==> config.mk <==
export PLATFORM = sky130hd
export DESIGN_NAME = rf_wb_scheduler
export DESIGN_NICKNAME = d
export VERILOG_FILES = /design/src/rtl/rf_wb_scheduler.sv
export SDC_FILE = /design/constraint.sdc
export NUM_CORES = 1
export LEC_CHECK = 0
export ABC_AREA = 0
export CORE_MARGIN = 2
export CORE_UTILIZATION = 43
export DETAILED_ROUTE_END_ITERATION = 8
export PLACE_DENSITY_LB_ADDON = 0.25
export SKIP_LAST_GASP = 1
export SLEW_MARGIN = 20
export SYNTH_ARGS = -nofsm -noshare
export SYNTH_HDL_FRONTEND = slang
export SYNTH_SLANG_ARGS = --single-unit
==> constraint.sdc <==
create_clock -name clk -period 2.7 [get_ports clk]
set_input_delay 0.405 -clock clk [delete_from_list [all_inputs] [get_ports clk]]
set_output_delay 0.405 -clock clk [all_outputs]
set_load 0.02 [all_outputs]
==> src/rtl/rf_wb_scheduler.sv <==
// rf_wb_scheduler: write-back scheduler for the register file write port.
// Arbitrates the ALU and load result producers with round-robin tie-breaking,
// registers the winning write for the register file, and keeps a busy
// scoreboard of registers that have an outstanding write, for RAW stalls.
module rf_wb_scheduler #(
    parameter int N     = 32,
    parameter int DEPTH = 32,
    parameter int AW    = 5
) (
    input  logic             clk,
    input  logic             rst,
    input  logic             alu_valid,
    input  logic [AW-1:0]    alu_rd,
    input  logic [N-1:0]     alu_data,
    output logic             alu_ready,
    input  logic             ld_valid,
    input  logic [AW-1:0]    ld_rd,
    input  logic [N-1:0]     ld_data,
    output logic             ld_ready,
    input  logic             alloc_valid,
    input  logic [AW-1:0]    alloc_rd,
    input  logic [AW-1:0]    chk_rs1,
    input  logic [AW-1:0]    chk_rs2,
    output logic             hazard,
    output logic [DEPTH-1:0] busy_vec,
    output logic [AW-1:0]    rf_rd,
    output logic [N-1:0]     rf_write_data,
    output logic             rf_mem_write
);

    // Which requester won the most recent transfer; the other wins the next tie.
    typedef enum logic {
        GRANT_ALU = 1'b0,
        GRANT_LD  = 1'b1
    } grant_e;

    grant_e           last_grant;
    grant_e           last_grant_next;
    logic             alu_grant;
    logic             ld_grant;
    logic             transfer;
    logic [AW-1:0]    xfer_rd;
    logic [N-1:0]     xfer_data;
    logic [DEPTH-1:0] busy_q;
    logic [DEPTH-1:0] busy_next;

    // Arbitration: grant the single requester, or on a tie the one that did not win last.
    always_comb begin
        // NOTE: every signal gets a default before any branch so no path leaves
        // it unassigned, which would otherwise infer a latch.
        alu_grant       = 1'b0;
        ld_grant        = 1'b0;
        last_grant_next = last_grant;
        xfer_rd         = '0;
        xfer_data       = '0;
        if (alu_valid && ld_valid) begin
            if (last_grant == GRANT_LD) alu_grant = 1'b1;
            else                        ld_grant  = 1'b1;
        end else begin
            alu_grant = alu_valid;
            ld_grant  = ld_valid;
        end
        if (alu_grant) begin
            last_grant_next = GRANT_ALU;
            xfer_rd         = alu_rd;
            xfer_data       = alu_data;
        end else if (ld_grant) begin
            last_grant_next = GRANT_LD;
            xfer_rd         = ld_rd;
            xfer_data       = ld_data;
        end
    end

    assign alu_ready = alu_grant;
    assign ld_ready  = ld_grant;
    assign transfer  = alu_grant | ld_grant;

    // Round-robin history register; reset so the ALU wins the first tie.
    always_ff @(posedge clk or posedge rst) begin
        // NOTE: sequential state uses non-blocking assignments so every flop
        // samples pre-edge values regardless of statement order.
        if (rst) last_grant <= GRANT_LD;
        else     last_grant <= last_grant_next;
    end

    // Write-port register: one-cycle enable pulse per accepted write, never for x0.
    always_ff @(posedge clk or posedge rst) begin
        if (rst) begin
            rf_mem_write  <= 1'b0;
            rf_rd         <= '0;
            rf_write_data <= '0;
        end else begin
            rf_mem_write <= transfer && (xfer_rd != '0);
            if (transfer) begin
                rf_rd         <= xfer_rd;
                rf_write_data <= xfer_data;
            end
        end
    end

    // Scoreboard next state: commit clears, allocation sets and wins a collision.
    always_comb begin
        busy_next = busy_q;
        if (rf_mem_write) busy_next[rf_rd] = 1'b0;
        if (alloc_valid && (alloc_rd != '0)) busy_next[alloc_rd] = 1'b1;
        busy_next[0] = 1'b0;
    end

    // Scoreboard register.
    always_ff @(posedge clk or posedge rst) begin
        if (rst) busy_q <= '0;
        else     busy_q <= busy_next;
    end

    assign busy_vec = busy_q;
    assign hazard   = busy_q[chk_rs1] | busy_q[chk_rs2];

endmodule
==> results of run 1 <==
-- power by group --
group	switching, mW	internal, mW	leakage, nW
registers	0.338	1.36	0.789
clock network	0.403	0.664	0.122
logic	0.950	1.09	1.51
-- cell type report --
type                            instances  area [µm²]
Tap cell                              108         135
Inverter                                5        18.8
Timing Repair Buffer                  187        1820
Fill cell                             682        2790
Clock buffer                           11         151
Sequential cell                        70        1750
Multi-Input combinational cell        253        2000
Clock inverter                          5         105
-- metrics by stage --
step | TNS (ns) | power, mW | utilization, % | setup slack [ns] | cell area (µm²)
5_1_grt | 0 | 5.05 | 68.2 | 0.0154 | 5980
6_report | 0 | 4.81 | 68.2 | 0.102 | 5980
4_1_cts | 0 | 4.82 | 68.3 | 0.0141 | 5980
2_1_floorplan | 0 | 2.65 | - | 0.528 | 3890
3_5_place_dp | -0.296 | 3.76 | 65.4 | -0.296 | 5730
3_3_place_gp | -0.255 | 3.72 | 65.4 | -0.255 | 5730
-- state kept, by name, indices dropped and copies added, names as in the netlist --
| signal | count |
|---|---|
| rf_write_data | 32 |
| rf_mem_write | 1 |
| last_grant | 1 |
| busy_vec | 31 |
| rf_rd | 5 |
-- cells in the mapped netlist, types with 2 or more instances --
cell type / n
dfrtp_1: 69
o21ai_0: 65
nand2_1: 44
mux2i_1: 40
o221a_2: 37
nand3b_1: 13
clkbuf_1: 10
nor2_1: 9
mux4_2: 8
buf_2: 7
mux4_1: 6
nand3_1: 6
buf_1: 5
inv_1: 5
or3b_2: 4
a21boi_0: 3
or4_1: 3
buf_6: 2
mux2_2: 2
nor2b_1: 2
or3_1: 2
-- how the worst max path moves through the flow --
stage | slack, ns | from | endpoint
after detailed placement | -0.30 | chk_rs2[1] | hazard
after global placement | -0.25 | chk_rs2[0] | hazard
after floorplan | 0.53 | rst | busy_vec[10]
final | 0.10 | chk_rs2[0] | hazard
after global routing | 0.02 | chk_rs2[0] | hazard
after CTS | 0.01 | chk_rs2[0] | hazard
-- routing by layer --
layer	global-route usage (%)	vias to the layer above	part of all wire, %
li1	-	1708	-
met1	31.8	1834	40
met2	41.2	182	48
met3	8.01	23	9.6
met4	8.54	0	2.2
met5	0	-	0
-- critical path, delay by kind of cell --
kind,cells,cell delay (ns)
compound gates,2,0.29
buf+inv,2,0.68
mux,2,0.81
-- kinds of logic (layout without fill, tap and decap cells) --
logic type / after synthesis / count (layout) / synth area share [%]
compound gates: 110 / 110 / 20.6
simple gates: 86 / 86 / 11.1
flops: 70 / 70 / 45.1
mux: 56 / 56 / 19.6
buf+inv: 30 / 208 / 3.60
other cells: 1 / 1 / 0.0964
==> summary.txt, run 1 <==
Timing
  – Clk_skew: 0.0106 ns
  – Final hold vios: 0
  – Fin crit period: about 2.6 ns
  – RSZ-0062 raised after global routing: no
  – Finish-stage setup viols: 0
  – Final hold slack: between 0.4 and 0.5 ns
  – Achievable Freq: 0.385 GHz
  – Final Cycle Share: 96.2%
  – Max Transition Viols Final: 0

Die
  – Row count: 34
  – Die W: around 99 µm
  – Core area: 8760 µm²
  – IO Pins: around 170
  – Die area: a little under 10000 µm²
  – Die Ht: just under 100 µm
  – Initial core utilization: around 44%

Logic synthesis
  – Yosys cell types: 32
  – Post-Syn Area: 3890 µm²
  – Area leader, netlist: dfrtp_1
  – Synth top area cells: dfrtp_1 44%, o221a_2 11%, mux2i_1 10%
  – Top cell type's share of synthesized area: about 44%
  – Mapped Cells: 353
  – Post-synth ARST share: between 90% and 100%
  – Synth Net Count: around 450
  – Average cell area after synthesis: 11.0 µm²
  – Sequential fraction of the synthesis area: 45.1%
  – Top_reg_cell synth: dfrtp_1
  – Flops & latches, synth: 70
  – Number of synthesis warnings: 0
  – EDFF count, synth: 0

Global route
  – Grt total ovfl: 0
  – Vias in the first global route: 3847
  – First-pass GRT wire length: 19700 µm
  – Largest net degree at the start of global routing: 71
  – Total GRT Usage: 25.2%
  – Initial antenna violation count: 0

Setup path
  – Reg-to-reg slack, setup: around 1.2 ns
  – WP data arrival: 2.19 ns
  – Worst flop-to-flop path startpoint: rf_rd[0]
  – Critical Path Start Type: input pin
  – CP peak stage delay: 0.54 ns
  – CP cell instances: clkdlybuf4s50_1 -> mux4_1 -> mux2_2 -> a31oi_1 -> o2111ai_1 -> buf_2
  – Worst setup EP type: primary output
  – Reg2reg path depth: 3
  – Reg-to-reg endpoint: busy_vec[16]
  – Critical path peak fanout: 2
  – Critical path required time: 2.30 ns
  – Slowest CP cell: mux4_1
  – Worst setup path category: input pin to primary output

Clocking
  – Max H-tree Level: 3
  – Clock Sinks: 70
  – CTS root buffer: clkbuf_8
  – Post-CTS sizing: 4
  – CTS tree: done
  – Num CTS Buffers: 9
  – Postcts setup bufs: 0
  – Buffer levels on the longest clock path: 2
  – Cts hold-fix bufs: 0
  – Worst skew pair latency: about 0.34 ns
  – Clock transition at path regs: 0.08 ns

Routing
  – Vias per cell: 5.86
  – First DRT Iteration DRCs: 184
  – DR pass1 iterations: 5
  – Vias post-DR: 3747
  – Drt drc: 0
  – Drt wl/cell: roughly 20 µm
  – Routed WL: 12400 µm
  – DRT antenna net count: 0

Final layout
  – Most frequent cells in the layout: 162 x clkdlybuf4s50_1, 69 x dfrtp_1, 65 x o21ai_0
  – Layout area overhead: 53.7%
  – Ant diodes: 0
  – Final std cells w/o fill: between 600 and 700
  – Fraction of layout cells with a size suffix above 1: 17.5%
  – Nets: just over 600
  – Commonest non-fill, non-tap cell in the layout: clkdlybuf4s50_1

Run status
  – Outcome: finished, final reports clean

Worst hold path
  – Worst hold path type: input pin to asynchronous set/reset pin

Power
  – Worst VDD drop: roughly 320 µV
  – PwrDens: 804 nW/µm²
  – Pleak: ~2.4 nW

Place
  – Port bufs: 165
  – DP Wirelength: 9300 µm
  – Placed Instances: 623
  – Final Wtd Congestion: around 0.87

Flow run
  – Total of max-cap violations: 0
No activity file was read; power rests on OpenSTA's default activity.
==> run 2: changes to the inputs <==
- clock period: 2.7 -> 2.8 ns (I/O delays scaled with it)
==> run 2 against run 1 <==
  * First-iteration DRC count is 0.54% higher
  * Critical path type unchanged
  * Clock power increased by 4%
  * Sequential power decreased by 3%
  * Register-to-register slack improved by 0.12 ns
  * Core utilization unchanged
==> summary.txt, run 2 (synthesized netlist as in run 1, its figures left out) <==
Routing
  – Vias post-DR: 3760 (+0.35%)
  – Routed WL: 12500 µm (+0.66%)
  – First DRT Iteration DRCs: 185 (+0.54%)
  – DR pass1 iterations: 4 (-1)
  – Drt wl/cell: 19.7 µm (+0.97%)
  – Vias per cell: 5.90 (+0.66%)
  – Drt drc: 0 (unchanged)
  – DRT antenna net count: 0 (unchanged)

Global route
  – Largest net degree at the start of global routing: 46 (-35%)
  – Initial antenna violation count: 0 (unchanged)
  – Vias in the first global route: 3884 (+0.96%)
  – Total GRT Usage: 25.7% (+0.53 points)
  – Grt total ovfl: 0 (unchanged)
  – First-pass GRT wire length: 19900 µm (+0.91%)

Setup path
  – Critical Path Start Type: input pin
  – CP cell instances: clkdlybuf4s50_1 -> mux4_1 -> mux2_2 -> a31oi_1 -> o2111ai_1 -> clkbuf_2
  – Reg-to-reg endpoint: busy_vec[20]
  – Critical path required time: 2.38 ns (+0.08 ns)
  – Slowest CP cell: mux4_1
  – Critical path depth: 6 (unchanged)
  – Reg2reg path depth: 3 (unchanged)
  – Worst setup path category: input pin to primary output
  – Worst Setup EP: hazard
  – Delay-heaviest family, CP: multiplexers
  – Worst setup startpoint: chk_rs2[0]
  – WP data arrival: 2.21 ns (+0.02 ns)
  – Worst setup EP type: primary output
  – Worst flop-to-flop path startpoint: rf_rd[0]
  – CP peak stage delay: 0.55 ns (about the same)
  – Reg-to-reg slack, setup: 1.31 ns (+0.12 ns)
  – Critical path peak fanout: 2 (unchanged)
  – WP buf/inv: 2 (unchanged)

Die
  – Die Ht: 99.1 µm (unchanged)
  – Die area: 9820 µm² (unchanged)
  – Row count: 34 (unchanged)
  – Core area: 8760 µm² (unchanged)
  – IO Pins: 167 (unchanged)
  – Die W: 99.1 µm (unchanged)
  – Initial core utilization: 44.4% (unchanged)

Timing
  – RSZ-0062 raised after global routing: no
  – Finish-stage setup viols: 0 (unchanged)
  – Clk_skew: 0.0105 ns (-0.0000549 ns)
  – Final hold vios: 0 (unchanged)
  – Achievable Freq: 0.380 GHz
  – Fin crit period: 2.63 ns
  – Max Transition Viols Final: 0 (unchanged)
  – Worst-margin pin slew: 0.566 ns
  – Max_slew headroom: 62.2%
  – Total Neg Setup Slack: 0 ns (unchanged)
  – Final hold slack: 0.429 ns (-0.0109 ns)
  – Final Cycle Share: 94.1%

Place
  – Port bufs: 165 (unchanged)
  – Final Wtd Congestion: 0.861 (-1.2%)
  – DP Area: 5710 µm² (-0.26%)
  – DP Wirelength: 9400 µm (+1.1%)

Clocking
  – CTS root buffer: clkbuf_8
  – Clock Sinks: 70 (unchanged)
  – Max H-tree Level: 3 (unchanged)
  – Clock transition at path regs: 0.08 ns (about the same)
  – CTS tree: done
  – Worst skew pair latency: 0.36 ns (+0.02 ns)
  – Buffer levels on the longest clock path: 2 (unchanged)
  – Cts hold-fix bufs: 0 (unchanged)
  – Num CTS Buffers: 9 (unchanged)
  – Postcts setup bufs: 0 (unchanged)

Final layout
  – Max reg flops: 32 (unchanged)
  – Layout area overhead: 53.7% (unchanged)
  – Fin area: 5980 µm² (unchanged)
  – Fraction of layout cells with a size suffix above 1: 17.2% (-0.31 points)
  – Final core utilization: 68.2% (unchanged)
  – Ant diodes: 0 (unchanged)
  – Nets: 618 (-0.32%)
  – Most frequent cells in the layout: 163 x clkdlybuf4s50_1, 69 x dfrtp_1, 65 x o21ai_0
  – Register area: 1750 µm² (unchanged)
  – Fill cells: 669 (-1.9%)
  – Largest Register: rf_write_data
  – Commonest non-fill, non-tap cell in the layout: clkdlybuf4s50_1
  – Multi-input gate area: 2000 µm² (unchanged)

Power
  – Design Power: 4.71 mW (-2.0%)
  – PwrDens: 788 nW/µm² (-2.0%)
  – Worst VDD drop: 322 µV (-0.90%)
  – Pleak: 2.42 nW (about the same)

Flow run
  – Total of max-cap violations: 0 (unchanged)

Run status
  – Outcome: finished, final reports clean

Worst hold path
  – Worst hold path type: input pin to asynchronous set/reset pin
run 2: stage by stage:
step | cells | setup slack [ns]
final | 637 | 0.166
after global routing | 637 | 0.0461
after CTS | 637 | 0.0189
after detailed placement | 621 | -0.199
after global placement | 621 | -0.184
after floorplan | 353 | 0.613
run 2: worst min path at each step:
stage,cells past startpoint,endpoint,slack [ns]
after floorplan,2,last_grant,0.47
final,2,busy_vec[9],0.43
after CTS,2,busy_vec[9],0.44
after global routing,2,busy_vec[9],0.50
after global placement,2,last_grant,0.48
after detailed placement,2,last_grant,0.49
run 2: timing repair:
| item | in CTS | in global routing |
|---|---|---|
| setup endpoints to repair | 1 | 1 |
| resized for setup | 1 | 2 |
| hold endpoints to repair | 0 | 0 |
run 2: layer usage:
layer	track usage [%]	share of wire, %	vias to the layer above
met5	0	0	-
met4	10.0	2.2	0
met3	7.59	11	22
met2	42.7	49	222
met1	31.7	38	1810
li1	-	-	1706
run 2: report_power, final:
part           internal (mW)  leakage, nW  total [mW]  switching [mW]
sequential              1.31        0.789        1.65           0.340
combinational           1.05         1.50        1.95           0.907
clock                  0.704        0.132        1.11           0.403
run 2: area by class of cell:
class	instances	area share, %
Tap cell	108	2.26
Clock inverter	6	2.22
Sequential cell	70	29.3
Multi-Input combinational cell	253	33.4
Inverter	5	0.314
Timing Repair Buffer	185	30.2
Clock buffer	10	2.30
==> run 3: changes to the inputs <==
- GPL_TIMING_DRIVEN: default -> 1
- PLACE_DENSITY_LB_ADDON: 0.25 -> 0.3
==> run 3 against run 2 <==
  * Non-clock buffer count is 3 lower
  * Critical path depth stayed put
  * First-iteration DRC count is 8.1% higher
  * Sequential power hardly changed
  * Critical path type unchanged
  * Critical endpoint unchanged
  * Largest cell class unchanged
==> summary.txt, run 3 (synthesized netlist as in run 1, its figures left out) <==
Run status
  – Outcome: finished, final reports clean

Clocking
  – Max H-tree Level: 3 (unchanged)
  – CTS root buffer: clkbuf_8
  – Buffer levels on the longest clock path: 2 (unchanged)
  – CTS tree: done
  – Num CTS Buffers: 9 (unchanged)
  – Clock Sinks: 70 (unchanged)
  – Worst skew pair latency: 0.36 ns (about the same)
  – Clock transition at path regs: 0.08 ns (about the same)
  – Cts hold-fix bufs: 0 (unchanged)

Final layout
  – Max reg flops: 32 (unchanged)
  – Fill cells: 681 (+1.8%)
  – Fraction of layout cells with a size suffix above 1: 16.7% (-0.47 points)
  – Most frequent cells in the layout: 162 x clkdlybuf4s50_1, 69 x dfrtp_1, 65 x o21ai_0
  – Register area: 1750 µm² (unchanged)
  – Largest Register: rf_write_data
  – Nets: 615 (-0.49%)
  – Layout area overhead: 51.6%
  – Multi-input gate area: 2000 µm² (unchanged)
  – Commonest non-fill, non-tap cell in the layout: clkdlybuf4s50_1
  – Final std cells w/o fill: 634 (-0.47%)
  – Ant diodes: 0 (unchanged)

Setup path
  – WP buf/inv: 2 (unchanged)
  – Critical path peak fanout: 2 (unchanged)
  – Reg-to-reg endpoint: busy_vec[20]
  – Worst flop-to-flop path startpoint: rf_rd[0]
  – WP data arrival: 2.24 ns (+0.03 ns)
  – Reg2reg path depth: 3 (unchanged)
  – Critical path required time: 2.38 ns (about the same)
  – Worst setup EP type: primary output
  – Critical Path Start Type: input pin
  – CP cell instances: clkdlybuf4s50_1 -> mux4_1 -> mux2_2 -> a31oi_1 -> o2111ai_1 -> clkbuf_2
  – CP peak stage delay: 0.56 ns (about the same)
  – Worst setup path category: input pin to primary output
  – Reg-to-reg slack, setup: 1.31 ns (about the same)
  – Slowest CP cell: mux4_1
  – Delay-heaviest family, CP: multiplexers

Timing
  – Fin crit period: 2.66 ns (+0.0287 ns)
  – Achievable Freq: 0.376 GHz (-1.1%)
  – Clk_skew: 0.0116 ns (+0.00105 ns)
  – Final hold vios: 0 (unchanged)
  – RSZ-0062 raised after global routing: no
  – Finish-stage setup viols: 0 (unchanged)
  – Final hold slack: 0.430 ns (+0.00174 ns)
  – Final worst slack: 0.137 ns (-0.0287 ns)
  – Final Cycle Share: 95.1% (+1.0 points)
  – Max Transition Viols Final: 0 (unchanged)

Place
  – DP Wirelength: 9160 µm (-2.6%)
  – Final Wtd Congestion: 0.931 (+8.0%)
  – Placed Instances: 618 (-0.48%)
  – Port bufs: 165 (unchanged)
  – Setup WS pre-CTS: -0.273 ns (-0.0738 ns)

Flow run
  – Total of max-cap violations: 0 (unchanged)

Global route
  – Vias in the first global route: 3798 (-2.2%)
  – Largest net degree at the start of global routing: 71 (+54%)
  – First-pass GRT wire length: 19600 µm (-1.7%)
  – Initial antenna violation count: 0 (unchanged)
  – Grt total ovfl: 0 (unchanged)
  – Total GRT Usage: 25.2% (-0.55 points)

Die
  – Die area: 9820 µm² (unchanged)
  – Die W: 99.1 µm (unchanged)
  – Core area: 8760 µm² (unchanged)
  – Initial core utilization: 44.4% (unchanged)
  – IO Pins: 167 (unchanged)
  – Die Ht: 99.1 µm (unchanged)
  – Row count: 34 (unchanged)

Routing
  – First DRT Iteration DRCs: 200 (+8.1%)
  – DR pass1 iterations: 5 (+1)
  – Drt drc: 0 (unchanged)
  – Vias post-DR: 3751 (-0.24%)
  – Vias per cell: 5.92 (+0.23%)
  – DRT antenna net count: 0 (unchanged)
  – Drt wl/cell: 19.5 µm (-0.78%)
  – Routed WL: 12400 µm (-1.2%)

Power
  – Pleak: 2.38 nW (-1.6%)
  – Worst VDD drop: 354 µV (+10%)
  – PwrDens: 751 nW/µm² (-4.7%)

Worst hold path
  – Worst hold path type: input pin to asynchronous set/reset pin
run 3: changes by cell type in the layout (fill, tap and decap cells not counted):
cell | before | now
buf_12 | 1 | 2
buf_4 | 19 | 15
bufinv_16 | 4 | 1
clkdlybuf4s50_1 | 163 | 162
clkinv_2 | 1 | 3
clkinv_4 | 0 | 1
dlygate4sd2_1 | 0 | 1
run 3: report_power, final:
part           total (mW)  leakage, nW  internal, mW  switching [mW]
registers            1.66        0.789          1.31           0.350
clock network       0.829        0.102         0.432           0.397
logic                1.94         1.49          1.04           0.902
run 3: layer usage:
layer | routed length (µm) | up-vias | part of all wire (%) | global-route usage [%]
li1 | - | 1700 | - | -
met1 | 4880 | 1846 | 39 | 31.7
met2 | 6160 | 189 | 50 | 42.3
met3 | 1140 | 16 | 9.2 | 6.25
met4 | 198 | 0 | 1.6 | 9.06
met5 | 0 | - | 0 | 0
run 3: worst min-delay path, cell delays in order:
cell and delay [ns]:
clkdlybuf4s50_1 0.41, inv_2 0.07, buf_12 0.29
run 3: worst max path at each step:
stage                     slack, ns            to        from  cells past startpoint
after floorplan                0.61  busy_vec[10]         rst                      1
after global placement        -0.21        hazard  chk_rs2[1]                      7
after detailed placement      -0.27        hazard  chk_rs2[1]                      7
after CTS                     0.006        hazard  chk_rs2[0]                      6
after global routing           0.05        hazard  chk_rs1[0]                      8
final                          0.14        hazard  chk_rs2[0]                      6
run 3: metrics by stage:
| step | TNS [ns] | power, mW | utilization (%) | cell area [µm²] |
|---|---|---|---|---|
| global placement | -0.212 | 3.56 | 65.1 | 5700 |
| detailed placement | -0.273 | 3.61 | 65.1 | 5700 |
| global route | 0 | 4.65 | 67.3 | 5900 |
| floorplan | 0 | 2.55 | - | 3890 |
| CTS | 0 | 4.44 | 67.3 | 5900 |
| finish | 0 | 4.43 | 67.3 | 5900 |
run 3: layout make-up:
type,count,area share (%)
multi-input combinational,253,33.9
sequential,70,29.7
timing repair buffer,182,30.4
clock buffer,10,2.33
clock inverter,6,1.04
inverter,5,0.318
tap,108,2.29
run 3: what timing repair did:
item                                   in CTS  in global routing
resized for setup                           3                  1
pin swaps                                   0                  0
setup buffers                               0                  0
setup endpoints to repair                   1                  1
endpoints found under the hold margin       0                  0
cloned                                      0                  0
